===== src/rtl/max3_win_ctrl.sv =====
// -----------------------------------------------------------------------------
// max3_win_ctrl
//
// Purpose:
//   Streaming 1-D horizontal max filter. Each output pixel of a line is the
//   maximum of its left neighbour, itself and its right neighbour. The line
//   edges are replicated, so p[-1] = p[0] and p[LINE_WIDTH] = p[LINE_WIDTH-1].
//   The output is the same width as the input. Nothing carries over from one
//   line to the next.
//
// Parameters:
//   DATA_WIDTH  pixel width in bits (default 8)
//   LINE_WIDTH  pixels per line, legal range 2..4095 (default 640)
//
// Ports:
//   clk      sole clock, rising edge
//   rst      asynchronous, active-high reset
//   s_valid  input pixel valid
//   s_ready  input pixel accepted when s_valid && s_ready
//   s_data   input pixel, raster order
//   m_valid  output pixel valid
//   m_ready  downstream accepts when m_valid && m_ready
//   m_data   filtered pixel
//   m_last   (only with MAX3_WIN_LAST_EN) marks the last pixel of a line
//   busy     high whenever a line is in progress or an output is pending
//
// Optional feature:
//   Define MAX3_WIN_LAST_EN to add the m_last output. Without it the port does
//   not exist and everything else behaves the same.
// -----------------------------------------------------------------------------

// Three-input unsigned maximum, purely combinational.
module Max3 #(
  parameter int DATA_WIDTH = 8
) (
  input  logic [DATA_WIDTH-1:0] i_a,
  input  logic [DATA_WIDTH-1:0] i_b,
  input  logic [DATA_WIDTH-1:0] i_c,
  output logic [DATA_WIDTH-1:0] o_max
);

  logic [DATA_WIDTH-1:0] w_ab;

  assign w_ab  = (i_a >= i_b) ? i_a : i_b;
  assign o_max = (w_ab >= i_c) ? w_ab : i_c;

endmodule

module max3_win_ctrl #(
  parameter int DATA_WIDTH = 8,
  parameter int LINE_WIDTH = 640
) (
  input  logic                  clk,
  input  logic                  rst,
  input  logic                  s_valid,
  output logic                  s_ready,
  input  logic [DATA_WIDTH-1:0] s_data,
  output logic                  m_valid,
  input  logic                  m_ready,
  output logic [DATA_WIDTH-1:0] m_data,
`ifdef MAX3_WIN_LAST_EN
  output logic                  m_last,
`endif
  output logic                  busy
);

  localparam int COL_W = $clog2(LINE_WIDTH);
  localparam logic [COL_W-1:0] LAST_COL = COL_W'(LINE_WIDTH - 1);

  // IDLE: no pixel of the current line held; FILL: p[0] held;
  // RUN: mid-line; FLUSH: last pixel taken, final output still to load.
  typedef enum logic [1:0] {
    IDLE,
    FILL,
    RUN,
    FLUSH
  } state_t;

  state_t                r_state;
  state_t                w_nextState;
  logic [COL_W-1:0]      r_col;
  logic [COL_W-1:0]      w_nextCol;

  // r_winOld holds p[i-2] and r_winMid holds p[i-1]. The newest tap of the
  // window is the pixel being accepted this cycle, which is what allows y[i-1]
  // to be loaded in the same cycle that p[i] arrives.
  logic [DATA_WIDTH-1:0] r_winOld;
  logic [DATA_WIDTH-1:0] r_winMid;
  logic [DATA_WIDTH-1:0] w_winNew;
  logic                  w_winPrime;
  logic                  w_winShift;

  logic [DATA_WIDTH-1:0] w_max;
  logic                  w_load;
  logic                  w_accept;
  logic                  w_outFree;
  logic                  w_isLastCol;

  logic                  r_mValid;
  logic [DATA_WIDTH-1:0] r_mData;

  // The output register can take a new value when it is empty or is being
  // drained this cycle, which gives one pixel per cycle sustained.
  assign w_outFree   = !r_mValid || m_ready;
  assign s_ready     = w_outFree && (r_state != FLUSH) && !rst;
  assign w_accept    = s_valid && s_ready;
  assign w_isLastCol = (r_col == LAST_COL);

  assign m_valid = r_mValid;
  assign m_data  = r_mData;
  assign busy    = (r_state != IDLE) || r_mValid;

  Max3 #(
    .DATA_WIDTH(DATA_WIDTH)
  ) u_max3 (
    .i_a  (r_winOld),
    .i_b  (r_winMid),
    .i_c  (w_winNew),
    .o_max(w_max)
  );

  // State and column register. Reset abandons any partial line.
  always_ff @(posedge clk or posedge rst) begin
    if (rst) begin
      r_state <= IDLE;
      r_col   <= '0;
    end else begin
      r_state <= w_nextState;
      r_col   <= w_nextCol;
    end
  end

  // Next-state logic. Pixel 0 primes both stored taps so the left edge is
  // replicated. In FLUSH no pixel is coming, so the newest tap repeats
  // p[LINE_WIDTH-1] to replicate the right edge. With LINE_WIDTH=2 the
  // second pixel is also the last, so FILL may go straight to FLUSH.
  always_comb begin
    w_nextState = r_state;
    w_nextCol   = r_col;
    w_winPrime  = 1'b0;
    w_winShift  = 1'b0;
    w_load      = 1'b0;
    w_winNew    = s_data;
    case (r_state)
      IDLE: begin
        if (w_accept) begin
          w_nextState = FILL;
          w_nextCol   = r_col + COL_W'(1);
          w_winPrime  = 1'b1;
        end
      end
      FILL, RUN: begin
        if (w_accept) begin
          w_load     = 1'b1;
          w_winShift = 1'b1;
          if (w_isLastCol) begin
            w_nextState = FLUSH;
            w_nextCol   = '0;
          end else begin
            w_nextState = RUN;
            w_nextCol   = r_col + COL_W'(1);
          end
        end
      end
      FLUSH: begin
        w_winNew = r_winMid;
        if (w_outFree) begin
          w_load      = 1'b1;
          w_nextState = IDLE;
        end
      end
      default: begin
        w_nextState = IDLE;
        w_nextCol   = '0;
      end
    endcase
  end

  // Window taps: primed with p[0] at line start, shifted on every later
  // accepted pixel of the line.
  always_ff @(posedge clk or posedge rst) begin
    if (rst) begin
      r_winOld <= '0;
      r_winMid <= '0;
    end else if (w_winPrime) begin
      r_winOld <= s_data;
      r_winMid <= s_data;
    end else if (w_winShift) begin
      r_winOld <= r_winMid;
      r_winMid <= s_data;
    end
  end

  // One-entry output register. Data holds under backpressure; valid drops
  // only after a transfer that is not paired with a new load.
  always_ff @(posedge clk or posedge rst) begin
    if (rst) begin
      r_mValid <= 1'b0;
      r_mData  <= '0;
    end else if (w_load) begin
      r_mValid <= 1'b1;
      r_mData  <= w_max;
    end else if (m_ready) begin
      r_mValid <= 1'b0;
    end
  end

`ifdef MAX3_WIN_LAST_EN
  logic r_mLast;
  logic w_loadLast;

  // The only load made from FLUSH is y[LINE_WIDTH-1].
  assign w_loadLast = (r_state == FLUSH);
  assign m_last     = r_mLast;

  // The last flag travels with the output register and clears when that
  // entry drains with nothing new behind it.
  always_ff @(posedge clk or posedge rst) begin
    if (rst) begin
      r_mLast <= 1'b0;
    end else if (w_load) begin
      r_mLast <= w_loadLast;
    end else if (m_ready) begin
      r_mLast <= 1'b0;
    end
  end
`endif

endmodule


===== config.mk =====
export PLATFORM = sky130hd
export DESIGN_NAME = max3_win_ctrl
export DESIGN_NICKNAME = d
export VERILOG_FILES = /design/src/rtl/max3_win_ctrl.sv
export SDC_FILE = /design/constraint.sdc
export NUM_CORES = 1
export LEC_CHECK = 0
export BUFFER_PORTS_ARGS = -buffer_cell sky130_fd_sc_hd__clkbuf_2
export CAP_MARGIN = 20
export CORE_ASPECT_RATIO = 0.7
export CORE_MARGIN = 10
export CORE_UTILIZATION = 30
export CTS_CLUSTER_DIAMETER = 150
export DETAILED_ROUTE_END_ITERATION = 8
export PLACE_DENSITY = 0.44
export SYNTH_ARGS = -nofsm -noshare
export SYNTH_HDL_FRONTEND = slang
export SYNTH_HIERARCHICAL = 1
export SYNTH_SLANG_ARGS = --single-unit

===== constraint.sdc =====
create_clock -name clk -period 3.3 [get_ports clk]
set_input_delay 0.66 -clock clk [delete_from_list [all_inputs] [get_ports clk]]
set_output_delay 0.66 -clock clk [all_outputs]
set_load 0.05 [all_outputs]

==> results of run 1 <==
flip-flops by register name, summed over array words and instances (netlist names):
register,cells
r_winMid,8
r_state,2
r_winOld,8
m_valid,1
r_col,10
m_data,8
routing by layer:
metal | part of all wire (%) | up-vias | global-route usage (%) | routed length, µm
li1 | - | 1125 | - | -
met1 | 56 | 984 | 17.7 | 3850
met2 | 38 | 38 | 14.9 | 2620
met3 | 5.3 | 7 | 3.16 | 370
met4 | 1.1 | 0 | 2.91 | 73
met5 | 0 | - | 0 | 0
cells in the mapped netlist (2+ instances only):
| cell type | count | area, µm² |
|---|---|---|
| a21o_1 | 3 | 22.5 |
| a21oi_1 | 7 | 35.0 |
| a21oi_2 | 2 | 17.5 |
| a22oi_1 | 7 | 52.6 |
| and4_1 | 3 | 26.3 |
| clkbuf_1 | 5 | 18.8 |
| dfrtp_1 | 37 | 926 |
| ha_1 | 20 | 250 |
| inv_1 | 21 | 78.8 |
| mux2_2 | 23 | 259 |
| nand2_1 | 43 | 161 |
| nand2b_1 | 13 | 81.3 |
| nand3_1 | 28 | 140 |
| nand4_1 | 8 | 50.1 |
| nor2_1 | 8 | 30.0 |
| nor2b_1 | 3 | 18.8 |
| nor3_1 | 3 | 15.0 |
| o21a_1 | 3 | 22.5 |
| o21ai_0 | 10 | 50.1 |
| o21ai_1 | 3 | 15.0 |
| or4_1 | 2 | 15.0 |
| xnor2_1 | 4 | 35.0 |
area by class of cell:
| cell class | count | share of cell area, % |
|---|---|---|
| inverters | 21 | 2.40 |
| multi-input cells | 212 | 45.9 |
| flip-flops and latches | 37 | 28.2 |
| clock buffers | 7 | 4.35 |
| well taps | 101 | 3.85 |
| clock inverters | 1 | 0.915 |
| repair buffers | 69 | 14.4 |
timing repair:
item	in CTS	in global routing
setup endpoints to repair	7	8
gates resized for setup	5	5
hold buffers	0	0
gates cloned	0	0
buffers inserted	2	1
pin swaps	2	3
cells by family after synthesis:
group                    Yosys count
AND/OR/NAND/NOR                  119
AO/OA/AOI/OAI                     44
flip-flops                        37
buffers and inverters             30
multiplexers                      24
adder cells (fa/ha/maj)           20
XOR/XNOR                           5
per-stage QoR:
stage          hold slack (ps)  setup TNS [ps]
2_1_floorplan              442            -522
3_3_place_gp               458            -547
3_5_place_dp               458            -793
4_1_cts                    472            -546
5_1_grt                    494           -1940
6_report                   469            -636
worst min path at each step:
| stage | startpoint | endpoint | slack (ps) | cells after the start |
|---|---|---|---|---|
| after floorplan | r_col[6] | r_col[6] | 440 | 1 |
| final | r_col[6] | r_col[6] | 470 | 1 |
| after CTS | r_col[6] | r_col[6] | 470 | 1 |
| after global placement | r_col[6] | r_col[6] | 460 | 1 |
| after global routing | r_col[6] | r_col[6] | 490 | 1 |
| after detailed placement | r_col[6] | r_col[6] | 460 | 1 |
power by group:
group / total (mW) / internal, mW / switching (mW)
clock network: 0.567 / 0.378 / 0.190
registers: 0.766 / 0.647 / 0.119
logic: 2.97 / 1.43 / 1.54
==> summary.md, run 1 <==
| Metric | Value |
|---|---|
| Status | `complete, but fails checks` |
| Failing checks | `negative setup slack` |
| CP max-delay cell | `dfrtp_1` |
| Die width | `130 µm` |
| RSZ-0062 raised after global routing | `yes` |
| Post-synth cell types | `45` |
| DRC violations left | `0` |
| Global route overflow | `0` |
| Fmax | `294 MHz` |
| Worst Reg-to-Reg Cells | `14` |
| CP top delay family | `compound AO/OA/AOI/OAI gates` |
| DRT Pass-1 Iters | `4` |
| Worst r2r dst | `m_data[5]` |
| Slew HR | `53.4%` |
| EDFF count, synth | `0` |
| Number of H-tree levels | `2` |
| IO Pins | `23` |
| Global-route wire length before repair | `11600 µm` |
| Syn nets | `311` |
| Yosys reg bits | `37` |
| Slew @ Worst Pin | `697 ps` |
| Storage cell area | `926 µm²` |
| Arr. time, crit path | `3570 ps` |
| Crit end category | `flop` |
| Antenna diodes | `0` |
| Vias in the first global route | `2147` |
| Final Skew | `5.14 ps` |
| Post-synth ARST share | `100%` |
| Post-Syn Area | `0.00253 mm²` |
| Vias/cell | `4.81` |
| Post-Route WL | `6920 µm` |
| Initial Utilization | `31.5%` |
| ANT nets after route | `0` |
| Final hold vios | `0` |
| Crit Path Category | `reg2reg` |
| Post-Synth XOR/XNOR Area | `1.73%` |
| # placed instances | `436` |
| Final worst slack | `-102 ps` |
| Peak supply drop | `0.000603 V` |
| Worst hold path type | `reg2reg` |
| Num Clock Sinks | `37` |
| Sequential element share of the synthesized area | `36.6%` |
| Num CTS Buffers | `5` |
| Combinational family with the most area after synthesis | `simple AND/OR/NAND/NOR gates` |
| Gpl congestion | `0.795` |
| CP bufs+invs | `3` |
| Tot Pwr | `4.30 mW` |
| P&R area growth vs syn | `29.7%` |
| Clk_lat worst skew | `280 ps` |
| Number of max-cap violations | `0` |
| Max Slew Vio Count | `0` |
| Die span in y | `96.8 µm` |
| Die ar. | `0.0126 mm²` |
| Avg WL per Cell | `15.4 µm` |
| Final Critical Period | `3400 ps` |
| Critical path launch point | `r_winMid[5]` |
| Design area | `0.00328 mm²` |
| Cell Chain, Critical Path | `inv_1, ha_1, a211o_1, a21oi_4, buf_4, nand3_1, nand4_1, ha_1, a211oi_2, o21ai_2, a221oi_4, buf_6, mux2_2, mux2_2` |
| Peak per-stage delay on the critical path | `350 ps` |
| Synth Area in Compound Gates | `12.4%` |
| Row count | `27` |
| Final period utilization | `103%` |
| Placed Area | `0.00304 mm²` |
| Setup crit end | `m_data[5]` |
| Multi-input logic area | `0.00151 mm²` |
| Simple-gate share of the synthesized area | `23.8%` |
| Pwr dens | `1310 mW/mm²` |
| Top_reg_cell synth | `dfrtp_1` |
| Synth Instances | `279` |
| P_leak | `1.56 nW` |
| Final Setup Violations | `7` |
| Mapped Avg Cell Area | `9.07 µm²` |
| Root buffer cell | `clkbuf_16` |
| WP depth | `14` |
| Critical path fanouts, max | `6` |
| Final nets | `378` |
| Pre-CTS setup slack | `-125 ps` |
| Worst-path clk slew | `60 ps` |
| WP data required | `3470 ps` |
| DP Wirelength | `5200 µm` |
| Fillers | `824` |
| Core ar. | `0.00804 mm²` |
| Final Core Density | `40.8%` |
| Critical R2R Launch | `r_winMid[5]` |
| GRT Total Usage | `11.5%` |
| CTS tree | `done` |
| Largest net degree at the start of global routing | `38` |
| Proportion of synthesized area in mux cells | `10.6%` |
| Initial antenna violation count | `0` |
| Share of cells above drive strength 1 | `32.9%` |
| Synth Area in Adders | `9.89%` |
| Synth Warn # | `6` |
| 1st-iter DRT viols | `133` |
| Vias | `2154` |
| R2R Setup Slk | `-100 ps` |
| CP Launch Type | `flop` |
| Post-Layout Cell Count | `448` |
| CTS max path bufs | `2` |
| Most frequent cells in the layout | `nand2_1 (43), buf_4 (43), dfrtp_1 (37)` |
| IO buf count | `22` |
Note: power is estimated with default switching activity, not from simulation.
==> run 2, diff against run 1 <==
- CORE_UTILIZATION: 30 -> 25
- PLACE_DENSITY: 0.44 -> 0.36
- clock period: 3.3 -> 3.2 ns (I/O delays scaled with it)
==> run 2 against run 1 <==
  * The run still ends with negative setup slack left
  * Core utilization is 4.9 points lower
  * Combinational power grew 23%
  * Clock-buffer cell count shrank 1
  * Worst setup slack worse by 87 ps
  * Design area increased by 7.2%
  * Via count grew 3.2%
  * Final cell count grew 9.4%
  * Critical endpoint is now m_data[6]
  * Largest cell class unchanged
==> summary.md, run 2 (synthesis gave the netlist of run 1 again) <==
| Metric | Value |
|---|---|
| Status | `complete, but fails checks` |
| Failing checks | `negative setup slack` |
| Max Slew Vio Count | `0 (unchanged)` |
| Fmax | `295 MHz (+0.38%)` |
| Worst Reg-to-Reg Cells | `14 (unchanged)` |
| Peak supply drop | `0.000607 V (+0.65%)` |
| Top reg by flops | `r_col` |
| Num CTS Buffers | `5 (unchanged)` |
| R2R Setup Slk | `-190 ps (-90 ps)` |
| Antenna diodes | `0 (unchanged)` |
| Core ar. | `0.00980 mm² (+22%)` |
| Post-Route WL | `7640 µm (+10%)` |
| Final Critical Period | `3390 ps (-12.9 ps)` |
| Clk_lat worst skew | `290 ps (about the same)` |
| Gpl congestion | `0.796 (+0.19%)` |
| Comb pwr share | `72.4% (+3.4 points)` |
| Met3 usage | `2.74% (-0.42 points)` |
| IO buf count | `22 (unchanged)` |
| WP data required | `3370 ps (-100 ps)` |
| Sw Pwr | `2.08 mW (+13%)` |
| Sw Ratio | `41.3% (-1.7 points)` |
| Vias | `2224 (+3.2%)` |
| Layer with the highest usage | `met1` |
| CP Launch Type | `flop` |
| WP depth | `14 (unchanged)` |
| Commonest non-fill, non-tap cell in the layout | `buf_4` |
| DP Wirelength | `5430 µm (+4.6%)` |
| RSZ-0062 raised after global routing | `yes` |
| Vias in the first global route | `2175 (+1.3%)` |
| Final Skew | `5.12 ps (-0.0267 ps)` |
| Clk pwr share | `11.9% (-1.3 points)` |
| Critical path fanouts, max | `8 (+2)` |
| CP bufs+invs | `4 (+1)` |
| Row count | `30 (+11%)` |
| 1st-iter DRT viols | `110 (-17%)` |
| Met1 Usage GRT | `15.7% (-1.9 points)` |
| Num Clock Sinks | `37 (unchanged)` |
| DRC violations left | `0 (unchanged)` |
| CP top delay family | `compound AO/OA/AOI/OAI gates` |
| Final Core Density | `35.9% (-4.9 points)` |
| Number of max-cap violations | `0 (unchanged)` |
| Worst hold path type | `reg2reg` |
| Most used cell, CP | `buf_6` |
| Fillers | `1017 (+23%)` |
| Cell-internal power | `2.96 mW (+21%)` |
| Final period utilization | `106% (+2.8 points)` |
| Peak per-stage delay on the critical path | `410 ps (+60 ps)` |
| Die ar. | `0.0146 mm² (+16%)` |
| Global-route wire length before repair | `12000 µm (+3.9%)` |
| Slew @ Worst Pin | `899 ps (+202 ps)` |
| IO Pins | `23 (unchanged)` |
| Arr. time, crit path | `3560 ps (about the same)` |
| Vias/cell | `4.54 (-5.6%)` |
| Avg WL per Cell | `15.6 µm (+0.88%)` |
| Crit end category | `flop` |
| Final hold vios | `0 (unchanged)` |
| Final worst slack | `-189 ps (-87.1 ps)` |
| Largest net degree at the start of global routing | `38 (unchanged)` |
| CP max-delay cell | `dfrtp_1` |
| DRT Pass-1 Iters | `5 (+1)` |
| Number of H-tree levels | `2 (unchanged)` |
| Final Setup Violations | `8 (+1)` |
| ANT nets after route | `0 (unchanged)` |
| Flop pwr share | `15.7% (-2.1 points)` |
| Worst-path clk slew | `60 ps (about the same)` |
| Die span in y | `104 µm (+7.6%)` |
| P&R area growth vs syn | `39.1%` |
| Worst Hold Depth | `1 (unchanged)` |
| Global route overflow | `0 (unchanged)` |
| CTS Hold Bufs | `0 (unchanged)` |
| Die width | `140 µm (+8.1%)` |
| Slew HR | `39.5% (-14 points)` |
| CTS tree | `done` |
| Pwr dens | `1430 mW/mm² (+9.4%)` |
| Max reg flops | `10 (unchanged)` |
| Cell Chain, Critical Path | `ha_4, a211o_1, a21oi_2, buf_6, buf_12, buf_6, nand3_1, nand4_1, ha_1, o2111a_1, a221oi_4, buf_6, mux2_4, mux2_4` |
| GRT met2 Usage | `13.0% (-2.0 points)` |
| GRT Total Usage | `10.2% (-1.3 points)` |
| Most frequent cells in the layout | `buf_4 (56), nand2_1 (43), dfrtp_1 (37)` |
| Initial antenna violation count | `0 (unchanged)` |
| Pre-CTS setup slack | `-182 ps (-57.5 ps)` |
| Crit Path Category | `reg2reg` |
| CTS max path bufs | `2 (unchanged)` |
| P_leak | `1.69 nW (+8.2%)` |
| Initial Utilization | `25.8% (-5.6 points)` |
| Final nets | `393 (+4.0%)` |
| Share of cells above drive strength 1 | `36.5% (+3.6 points)` |
| Tot Pwr | `5.04 mW (+17%)` |
| Root buffer cell | `clkbuf_16` |
run 2: path summary, 6_finish.rpt:
path / to / startpoint
max in group asynchronous: r_winMid[3] / rst
worst min register to register: r_col[6] / r_col[6]
min in group asynchronous: r_col[4] / rst
worst max register to register: m_data[6] / r_winOld[5]
worst min-delay path: r_col[6] / r_col[6]
worst max-delay path: m_data[6] / r_winOld[5]
run 2: power groups by stage:
| stage | combinational (mW) | clock [mW] | sequential (mW) |
|---|---|---|---|
| 2_1_floorplan | 1.58 | 0 | 1.02 |
| 3_3_place_gp | 2.94 | 0 | 0.793 |
| 3_5_place_dp | 2.93 | 0 | 0.797 |
| 4_1_cts | 3.36 | 0.619 | 0.790 |
| 5_1_grt | 3.98 | 0.640 | 0.824 |
| 6_report | 3.65 | 0.601 | 0.792 |
run 2: metal layers:
layer | part of all wire, % | wire length, µm
met4 | 1.2 | 89
met3 | 4.2 | 324
met5 | 0 | 0
met1 | 57 | 4320
met2 | 38 | 2900
run 2: repair_timing:
action	CTS	global route
endpoints found under the setup margin	8	8
pin swaps	5	10
setup buffers	13	3
gates resized for setup	9	16
run 2: area by class of cell:
class	instances	area (µm²)	area share (%)
clock buffer	6	139	3.95
tap	128	160	4.55
inverter	21	78.8	2.24
sequential	37	926	26.3
multi-input combinational	212	1570	44.6
timing repair buffer	84	607	17.2
clock inverter	2	37.5	1.07
run 2: metrics by stage:
stage / hold slack, ps / instances / setup TNS, ps / cell area, µm²
after detailed placement: 464 / 466 / -1230 / 3100
after global routing: 515 / 490 / -2430 / 3520
after CTS: 475 / 487 / -1060 / 3420
final: 475 / 490 / -1430 / 3520
after floorplan: 442 / 279 / -1220 / 2530
after global placement: 463 / 466 / -902 / 3100
==> run 3, diff against run 2 <==
- CORE_ASPECT_RATIO: 0.7 -> 1.75
==> run 3 against run 2 <==
  * The flow still finishes with violations (negative setup slack)
  * Largest cell class unchanged
  * Clock power decreased by 9.8%
  * Critical path type unchanged
  * Design area decreased by 4.3%
  * Routed wire length increased by 2.2%
  * Register-to-register slack about the same
  * Via count increased by 2.0%
  * Combinational power decreased by 11%
  * Clock-buffer cell count increased by 1
  * Non-clock buffer count decreased by 8
  * Highest routed layer unchanged
  * Sequential power about the same
  * Critical path depth decreased by 1
  * Power decreased by 9.1%
  * Worst setup slack improved by 8.2 ps
==> summary.md, run 3 (synthesis gave the netlist of run 1 again) <==
| Metric | Value |
|---|---|
| Critical path fanouts, max | `12 (+4)` |
| Core ar. | `0.00991 mm² (+1.1%)` |
| Storage cell area | `926 µm² (unchanged)` |
| Vias | `2269 (+2.0%)` |
| IO Pins | `23 (unchanged)` |
| Die ar. | `0.0147 mm² (+0.65%)` |
| Final Skew | `5.15 ps (+0.0300 ps)` |
| 1st-iter DRT viols | `73 (-34%)` |
| Final nets | `385 (-2.0%)` |
| Slew HR | `43.0% (+3.5 points)` |
| Die span in y | `153 µm (+47%)` |
| Cell Chain, Critical Path | `ha_1, a211o_1, a21oi_2, buf_6, nand2b_1, nand4_1, ha_1, a211oi_2, o21ai_2, a221oi_4, buf_12, mux2_2, mux2_2` |
| CTS tree | `done` |
| Final Critical Period | `3380 ps (-8.20 ps)` |
| Worst hold path type | `in2async` |
| Max Slew Vio Count | `0 (unchanged)` |
| IO buf count | `22 (unchanged)` |
| Flop pwr share | `17.2% (+1.5 points)` |
| DRT Pass-1 Iters | `4 (-1)` |
| CTS Hold Bufs | `0 (unchanged)` |
| DP Wirelength | `6010 µm (+11%)` |
| Max reg flops | `10 (unchanged)` |
| Root buffer cell | `clkbuf_16` |
| Final Setup Violations | `7 (-1)` |
| Final Core Density | `34.0% (-1.9 points)` |
| Row count | `48 (+60%)` |
| Failing checks | `negative setup slack` |
| Final hold vios | `0 (unchanged)` |
| P&R area growth vs syn | `33.2%` |
| Arr. time, crit path | `3550 ps (about the same)` |
| Num Clock Sinks | `37 (unchanged)` |
| Tot Pwr | `4.59 mW (-9.1%)` |
| TNS Setup | `-1190 ps (+233 ps)` |
| Global route overflow | `0 (unchanged)` |
| Post-Route WL | `7810 µm (+2.2%)` |
| CP max-delay cell | `dfrtp_1` |
| Pwr dens | `1360 mW/mm² (-5.0%)` |
| Slew @ Worst Pin | `850 ps (-49.4 ps)` |
| Sw Ratio | `42.9% (+1.6 points)` |
| P_leak | `1.61 nW (-5.2%)` |
| Crit end category | `flop` |
| DRC violations left | `0 (unchanged)` |
| Multi-input logic area | `0.00152 mm² (-3.3%)` |
| Clk_lat worst skew | `290 ps (about the same)` |
| Fillers | `1064 (+4.6%)` |
| Commonest non-fill, non-tap cell in the layout | `buf_4` |
| Largest net degree at the start of global routing | `27 (-29%)` |
| WP data required | `3370 ps (about the same)` |
| Vias/cell | `4.74 (+4.4%)` |
| Post-Layout Cell Count | `479 (-2.2%)` |
| Vias in the first global route | `2442 (+12%)` |
| Sw Pwr | `1.97 mW (-5.4%)` |
| Global-route wire length before repair | `12800 µm (+6.4%)` |
| Number of H-tree levels | `2 (unchanged)` |
| Most frequent cells in the layout | `buf_4 (52), nand2_1 (43), dfrtp_1 (37)` |
| ANT nets after route | `0 (unchanged)` |
| Peak supply drop | `0.000582 V (-4.1%)` |
| Initial Utilization | `25.5% (-0.29 points)` |
| Antenna diodes | `0 (unchanged)` |
| GRT Total Usage | `11.3% (+1.0 points)` |
| Peak per-stage delay on the critical path | `380 ps (-30 ps)` |
| Initial antenna violation count | `0 (unchanged)` |
| CTS max path bufs | `2 (unchanged)` |
| Share of cells above drive strength 1 | `34.7% (-1.7 points)` |
| Crit Path Category | `reg2reg` |
| Num CTS Buffers | `5 (unchanged)` |
| Top reg by flops | `r_col` |
| Comb pwr share | `71.0% (-1.4 points)` |
| CP Launch Type | `flop` |
| Cell-internal power | `2.62 mW (-12%)` |
| Worst-path clk slew | `60 ps (about the same)` |
| Gpl congestion | `0.813 (+2.1%)` |
| RSZ-0062 raised after global routing | `yes` |
| Status | `complete, but fails checks` |
| Die width | `96.0 µm (-32%)` |
| # placed instances | `459 (-1.5%)` |
| Number of max-cap violations | `0 (unchanged)` |
| Fmax | `296 MHz (+0.24%)` |
| Clk pwr share | `11.8% (about the same)` |
| Avg WL per Cell | `16.3 µm (+4.6%)` |
| Final worst slack | `-181 ps (+8.20 ps)` |
| Worst Reg-to-Reg Cells | `13 (-1)` |
| Final period utilization | `106% (-0.26 points)` |
## run 3: area by class of cell
class                      count  share of cell area [%]
multi-input combinational    212                    45.1
sequential                    37                    27.5
timing repair buffer          76                    15.8
tap                          125                    4.64
clock buffer                   7                    4.53
inverter                      21                    2.34
clock inverter                 1                   0.149
## run 3: through the flow
step / hold WS, ps / area [µm²] / worst slack, ps
finish: 442 / 3370 / -181
global route: 502 / 3370 / -309
CTS: 463 / 3330 / -203
detailed placement: 475 / 3080 / -243
global placement: 477 / 3080 / -185
floorplan: 442 / 2530 / -175
## run 3: path summary, 6_finish.rpt
kind,from,end,slack [ps]
worst max-delay path,r_winOld[5],m_data[7],-180
worst min-delay path,rst,r_winOld[5],440
worst max register to register,r_winOld[5],m_data[7],-180
worst min register to register,r_col[6],r_col[6],480
max in group asynchronous,rst,r_winMid[0],1980
min in group clk,r_col[6],r_col[6],480
## run 3: layer usage
metal  share of wire [%]  track usage [%]  up-vias
li1                    -                -     1136
met2                  56             20.6       27
met5                   0                0        -
met1                  36             10.9     1091
met4                 4.5             6.56        0
met3                 3.7             2.40       15
## run 3: worst max-delay path, delay by kind of cell (launching register included)
kind | cells | cell delay [ps]
compound gates | 5 | 1040
fa+ha+maj | 2 | 670
simple gates | 2 | 270
buf+inv | 2 | 320
mux | 2 | 590
flops | 1 | 380
## run 3: repair_timing
action                     in CTS  in global routing
buffers inserted               11                  1
gates resized for setup         3                  6
gates cloned                    0                  0
setup endpoints to repair       8                  8
## run 3: power groups by stage
stage | Clock (mW) | Sequential (mW) | Combinational (mW)
6_report | 0.542 | 0.790 | 3.26
5_1_grt | 0.575 | 0.820 | 3.57
4_1_cts | 0.564 | 0.793 | 3.20
3_5_place_dp | 0 | 0.799 | 2.94
3_3_place_gp | 0 | 0.797 | 2.93
2_1_floorplan | 0 | 1.02 | 1.58
